## src/rtl/clk_div_prog.sv

```systemverilog
`default_nettype none
// ============================================================================
//  Module   : clk_div_prog
//  Purpose  : Programmable integer clock divider. A phase counter runs
//             0..N-1. clk_out is high for ceil(N/2) cycles and low for
//             floor(N/2) cycles of each period. A new divisor can be
//             requested at any time. It is applied only at a period wrap,
//             so a period is never cut short or stretched.
//  Revision : 1.0  initial release
// ----------------------------------------------------------------------------
//  Parameters
//    WIDTH       bit width of the divisor and the phase counter
//    DEFAULT_DIV divisor used after reset (legal range 2 .. 2^WIDTH-1)
//  Ports
//    clk       in   system clock, rising-edge active
//    reset     in   asynchronous active-low reset
//    enable    in   phase counter advances when high, holds when low
//    div_load  in   single-cycle request to load div_in as the new divisor
//    div_in    in   requested divisor (0 and 1 are treated as 2)
//    clk_out   out  registered divided clock
//    tick      out  one-cycle pulse on the edge after each period wrap
//    busy      out  a loaded divisor is waiting for the next wrap
//    load_ack  out  one-cycle pulse on the edge a new divisor takes effect
//    div_cur   out  divisor currently in use
// ============================================================================
module clk_div_prog #(
  parameter int WIDTH       = 16,
  parameter int DEFAULT_DIV = 102
) (
  input  logic             clk,
  input  logic             reset,
  input  logic             enable,
  input  logic             div_load,
  input  logic [WIDTH-1:0] div_in,
  output logic             clk_out,
  output logic             tick,
  output logic             busy,
  output logic             load_ack,
  output logic [WIDTH-1:0] div_cur
);

  localparam logic [WIDTH-1:0] RESET_DIV = WIDTH'(DEFAULT_DIV);
  localparam logic [WIDTH-1:0] ONE       = WIDTH'(1);
  localparam logic [WIDTH-1:0] TWO       = WIDTH'(2);
  localparam logic [WIDTH:0]   ONE_EXT   = (WIDTH + 1)'(1);

  // Phase counter and the divisor waiting for the next wrap.
  logic [WIDTH-1:0] cnt;
  logic [WIDTH-1:0] pending;

  // Combinational next-state terms.
  logic             wrap;
  logic [WIDTH-1:0] div_in_clamped;
  logic [WIDTH-1:0] cnt_next;
  logic [WIDTH-1:0] div_next;
  logic [WIDTH:0]   hi_next;
  logic             clk_out_next;
  logic             apply_new;

  // Divisors below 2 cannot produce a two-phase output, so they are raised
  // to 2 before being stored or applied.
  always_comb begin
    div_in_clamped = div_in;
    if (div_in < TWO) begin
      div_in_clamped = TWO;
    end
  end

  // div_cur is always >= 2, so div_cur - 1 cannot underflow. The counter
  // never exceeds div_cur - 1, so it stays within WIDTH bits.
  assign wrap = enable && (cnt == (div_cur - ONE));

  // At a wrap, a direct load has priority over the pending value.
  // Otherwise the pending value is used if one is waiting.
  always_comb begin
    div_next  = div_cur;
    apply_new = 1'b0;
    if (wrap) begin
      if (div_load) begin
        div_next  = div_in_clamped;
        apply_new = 1'b1;
      end else if (busy) begin
        div_next  = pending;
        apply_new = 1'b1;
      end
    end
  end

  assign cnt_next = wrap ? '0 : (cnt + ONE);

  // High-phase length. It is evaluated with the divisor that governs the
  // cycle being entered, so a wrap edge already uses the new divisor.
  // One extra bit keeps N+1 from overflowing when N = 2^WIDTH-1.
  assign hi_next      = ({1'b0, div_next} + ONE_EXT) >> 1;
  assign clk_out_next = ({1'b0, cnt_next} < hi_next);

  // Phase counter, divided clock and tick.
  always_ff @(posedge clk or negedge reset) begin
    if (!reset) begin
      cnt     <= '0;
      clk_out <= 1'b0;
      tick    <= 1'b0;
    end else begin
      tick <= wrap;
      if (enable) begin
        cnt     <= cnt_next;
        clk_out <= clk_out_next;
      end
    end
  end

  // Divisor hand-off. A load outside a wrap cycle parks the value in
  // pending. A later load before the wrap simply overwrites it. Any wrap
  // retires the pending state, whether or not a divisor was applied.
  always_ff @(posedge clk or negedge reset) begin
    if (!reset) begin
      div_cur  <= RESET_DIV;
      pending  <= '0;
      busy     <= 1'b0;
      load_ack <= 1'b0;
    end else begin
      load_ack <= apply_new;
      div_cur  <= div_next;
      if (wrap) begin
        busy <= 1'b0;
      end else if (div_load) begin
        pending <= div_in_clamped;
        busy    <= 1'b1;
      end
    end
  end

endmodule
`default_nettype wire

```

## config.mk

```make
export PLATFORM = sky130hd
export DESIGN_NAME = clk_div_prog
export DESIGN_NICKNAME = d
export VERILOG_FILES = /design/src/rtl/clk_div_prog.sv
export SDC_FILE = /design/constraint.sdc
export NUM_CORES = 1
export LEC_CHECK = 0
export ABC_AREA = 1
export CAP_MARGIN = 10
export CORE_ASPECT_RATIO = 1.25
export CORE_MARGIN = 2
export CORE_UTILIZATION = 63
export DETAILED_ROUTE_END_ITERATION = 16
export PLACE_DENSITY = 0.86
export SYNTH_ARGS = -nofsm -noshare
export SYNTH_HDL_FRONTEND = slang
export SYNTH_SLANG_ARGS = --single-unit
```

## constraint.sdc

```tcl
create_clock -name clk -period 5.8 [get_ports clk]
set_input_delay 0.58 -clock clk [delete_from_list [all_inputs] [get_ports clk]]
set_output_delay 0.58 -clock clk [all_outputs]
set_load 0.01 [all_outputs]
```

Word-level counts from Yosys, hierarchy flattened

Index checks and enable logic that the tools add are counted.

Logic and storage cells: 27
Input bits: 20
Register bits: 52
Output and inout bits: 20

Eq/ne operators: 1
Bitwise logic cells: 1
Order comparisons: 2
Add/sub/neg operators: 3
Reductions and logical operators: 3
Mux-type cells: 10

Operators by type and width:

| kind                                                        | number |
|---|---|
| two-way mux 16 bit                                          | 5 |
| adder 16 x 1 -> 17 bit, second input constant               | 1 |
| adder 16 x 1 -> 16 bit, second input constant               | 1 |
| equality test 16 bit                                        | 1 |
| less-than comparator 16 bit                                 | 1 |
| less-than comparator 16 x 2 -> 1 bit, second input constant | 1 |
| subtractor 16 x 1 -> 16 bit, second input constant          | 1 |
| two-way mux 1 bit                                           | 5 |
| AND reduction 2 bit                                         | 1 |
| nonzero test 2 bit                                          | 1 |
| logical AND 1 bit                                           | 1 |
| NOT 1 bit                                                   | 1 |

Depth between registers and ports, before layout

Word-level depth: 6
Mapped depth: 31
Mapped depth without buffers: 30

Worst setup path before layout

No wires, ideal clock.

Path kind: reg-to-reg
From: register div_cur[1]
To: register clk_out
Cell stages (with the launch flop): 30
Setup time: 0.065 ns
Required time: 5.735 ns
Buffers on the path: 2
Period minus slack after synthesis: 3.737 ns
Data arrival time: 3.672 ns
Path slack: 2.063 ns
Path through: dfstp_2 inv_1 ha_1 buf_2 nand2_4 nor2_8 nand2_2 nand2_1 nand2_1 nand2_1 nor2_2 nand3_2 nor2_8 buf_6 nand2_1 o21ai_2 ha_1 nand3_2 nor2_2 nand2_1 nor2_2 xnor2_1 ha_1 a21oi_1 nor2_1 a211oi_1 o221ai_1 nor2_1 nand2_1 nand2_1

Word-level cells in the longest chain between the ends: 6
Elaborated cells on any way between the ends: 9
Classes of those cells: add/sub: 2; order compare: 1; eq/ne: 1; mux: 4; reduce/logical: 1

Ends and longest elaborated chain:

| element                     | line | RTL |
|---|---|---|
| start: declaration          | 39   | `output logic [WIDTH-1:0] div_cur` |
| start signal: assignment    | 123  | `div_cur <= div_next;` |
| subtractor 16 x 1 -> 16 bit | 71   | `assign wrap = enable && (cnt == (div_cur - ONE));` |
| equality test 16 bit        | 71   |  |
| logical AND 1 bit           | 71   |  |
| two-way mux 16 bit          | 78   | `if (wrap) begin` |
| via div_next[0]             | 55   | `logic [WIDTH-1:0] div_next;` |
| adder 16 x 1 -> 17 bit      | 94   | `assign hi_next = ({1'b0, div_next} + ONE_EXT) >> 1;` |
| less-than comparator 16 bit | 95   | `assign clk_out_next = ({1'b0, cnt_next} < hi_next);` |
| end signal: assignment      | 107  | `clk_out <= clk_out_next;` |
| end: declaration            | 35   | `output logic clk_out,` |

The timed path passes the listed nets, and every way through them passes these cells.
A chain may end at the register's enable or synchronous reset.

Worst setup path after layout

From: input port enable
To: register clk_out

Word-level cells in the longest chain between the ends: 4
Elaborated cells on any way between the ends: 5
Classes of those cells: add/sub: 1; order compare: 1; mux: 2; reduce/logical: 1

Ends and longest elaborated chain:

| element                     | line | RTL |
|---|---|---|
| start: declaration          | 32   | `input logic enable,` |
| logical AND 1 bit           | 71   |  |
| two-way mux 16 bit          | 78   |  |
| via div_next[1]             | 55   |  |
| adder 16 x 1 -> 17 bit      | 94   |  |
| less-than comparator 16 bit | 95   |  |

The timed path passes the listed nets, and every way through them passes these cells.

==> results.md <==
- Synth Cell Area: 0.00431 mm^2
- Synthesized net count: 685
- Final ANT Viol Nets: 0
- EDFF count, synth: 0
- Clk_skew: 7.36 ps
- Int Pwr: 0.641 mW
- Post-place setup slack: 935 ps
- Mapped Cells: 647
- TritonCTS Buffers: 5
- TritonCTS clock tree: done
- Crit Path Max Fanout: 27
- Clock sink count: 52
- Fmax: 216 MHz
- GP Congestion: 1.04
- Finished Cell Area: 0.00487 mm^2
- Post-cts sizing count: 0
- Synth top area share: 0.279
- First-pass GRT wire length: 19,800 um
- Die Y: 96.5 um
- Critical Path RT: 6050 ps
- Post-cts hold buffer count: 0
- Die area: 0.00753 mm^2
- Area post-placement: 0.00476 mm^2
- Clock power frac: 0.258
- Initial DRC Count: 304
- Worst skew pair latency: 310 ps
- Leak pwr: 2.47 nW
- Sequential Power Share: 0.439
- Root Buffer: clkbuf_8
- Worst EP arrival: 4870 ps
- Fin cells: 771
- Worst reg2reg path endpoint: clk_out
- Most common library cells after synthesis: nand2_1 (225), inv_1 (73), nor2_1 (64)
- Vias in the first global route: 4,222
- Yosys top cell by area: dfrtp_1
- Vias: 4,446
- Minimum hold slack: 362 ps
- Combinational power share: 0.302
- Placed Instances: 763
- Share of post-route cells with drive strength above 1: 0.102
- Post-route setup slack: 1180 ps
- Setup TNS: 0 ps
- Starting density of the core: 0.653
- Post-CTS setup buffer count: 0
- Reg-to-reg slack, setup: 1280 ps
- DRC: 0
- Outcome: finished, final reports clean
- Routed len/inst: 15.8 um
- Final period demand of the worst path: 4620 ps
- I/O Pins: 40
- Routed WL: 12,200 um
- Most common cell in the netlist: nand2_1
- Vias per cell: 5.77
- Pwr per Cell Area: 206 mW/mm^2
- Sw Pwr: 0.364 mW
- Final period util: 0.797
- Worst Tran Pin Value: 990 ps
- Critical R2R Launch: div_cur[0]
- Max-slew violation count: 0
- Top post-synthesis cells by area: dfrtp_1 (28%), nand2_1 (20%), inv_1 (6.4%)
- # rows: 33
- GRT Util Overall: 0.337
- Clock slew at reported path FFs: 100 ps
- Fin. Hold Viols: 0
- Total gr overflow: 0
- Initial antenna violation count: 0
- RSZ-0062 raised after global routing: no
- Number of warnings issued by yosys: 0
- Total Power: 1.00 mW
- Max cap viols: 0
- Top FF cell, synth: dfrtp_1
- Setup violators final: 0
- Clk buf depth: 2
- R2R depth: 27
- Worst Hold Class: in2async
- Fin util: 0.738
- Ys async rst share: 1.00
- Rel. slew slack: 0.337
- Antenna Diode Count: 0
- Seq/Total Area, Yosys: 0.303
- DP HPWL: 9560 um
- Synthesized flop and latch total: 52
- Sw Ratio: 0.362
- H-Tree Depth: 2
- Drt first pass iters: 5
- WS Path Type: in2reg
- Largest net degree at the start of global routing: 53
- Final nets: 721
- Area growth, synth to finish: 13.0%
- IO buf count: 39
- CP startpoint kind: input pin
- Avg Inst Size Synth: 6.66 um^2
- Crit end category: register
- Die Wd: 78.0 um
- Distinct cell type count after synthesis: 42
- VDD IR-drop max: 196 uV
- Area of the core: 0.00661 mm^2
layer usage:
metal | share of wire | up-vias | global-route usage
met4 | 0.056 | 0 | 0.205
li1 | - | 2132 | -
met3 | 0.058 | 52 | 0.0493
met5 | 0 | - | 0
met2 | 0.49 | 171 | 0.584
met1 | 0.40 | 2091 | 0.398
sequential cells by signal, summed over array words and instances, names as in the netlist:
| register | cells |
|---|---|
| cnt | 16 |
| div_cur | 16 |
| pending | 16 |
| busy | 1 |
| clk_out | 1 |
| load_ack | 1 |
| tick | 1 |
kinds of logic (layout without fill, tap and decap cells):
logic type	after synthesis	in the layout	synth area share
buffers and inverters	95	132	0.0871
DFF	52	52	0.303
xor gates and xnor gates	24	24	0.0488
AOI/OAI and AO/OA	78	78	0.110
and+or+nand+nor	380	380	0.399
adders and majority gates	18	18	0.0522
power by group through the flow:
stage	clock network (mW)	logic, mW	registers (mW)
4_1_cts	0.263	0.300	0.440
5_1_grt	0.276	0.340	0.444
3_5_place_dp	0	0.293	0.447
2_1_floorplan	0	0.207	0.432
6_report	0.260	0.304	0.441
3_3_place_gp	0	0.283	0.445
layout make-up:
| type | count | area (um^2) |
|---|---|---|
| multi-input combinational | 500 | 2630 |
| fill | 565 | 1730 |
| sequential | 52 | 1310 |
| timing repair buffer | 41 | 400 |
| inverter | 83 | 312 |
| tap | 87 | 109 |
| clock buffer | 5 | 68.8 |
| clock inverter | 3 | 46.3 |
worst max-delay path, cell delays in order:
cell and delay (ps):
clkdlybuf4s50_1 450, buf_4 210, inv_1 250, a21oi_1 240, nand3_1 100, nor2_1 100
nand3_1 80, nor2_1 120, nand3_2 140, nor2_8 350, nand2_1 110, o21a_1 170
inv_1 90, ha_1 200, nand3_2 150, nor2_2 130, nand2_1 100, nor2_2 150
xnor2_1 140, ha_1 270, a21oi_1 130, nor2_1 50, a211oi_1 190, o221ai_1 140
nor2_1 100, nand2_1 60, nand2_1 60
how the worst max path moves through the flow:
stage	start	endpoint	cells after the start
finish	enable	clk_out	27
global route	enable	clk_out	28
CTS	enable	clk_out	27
detailed placement	enable	clk_out	27
floorplan	div_cur[1]	clk_out	29
global placement	enable	clk_out	27
layout by cell type (no fill, tap or decap), drive strengths merged:
cell and count:
a21o 1, o221ai 1, o21a 1, nor4 3, dfstp 4, nor3 13, xor2 14, ha 18
dfrtp 48, nand2 233, o21bai 1, buf 3, a221oi 5, a211oi 2, nand4 8, clkinvlp 1
inv 84, a21oi 14, o21ai 47, nor3b 1, nand3 38, xnor2 10, nand3b 3, clkdlybuf4s50 38
clkbuf 5, and2 1, o311ai 1, o22ai 4, o211ai 1, bufinv 1, nor2 80
Note: power is estimated with default switching activity, not from simulation.
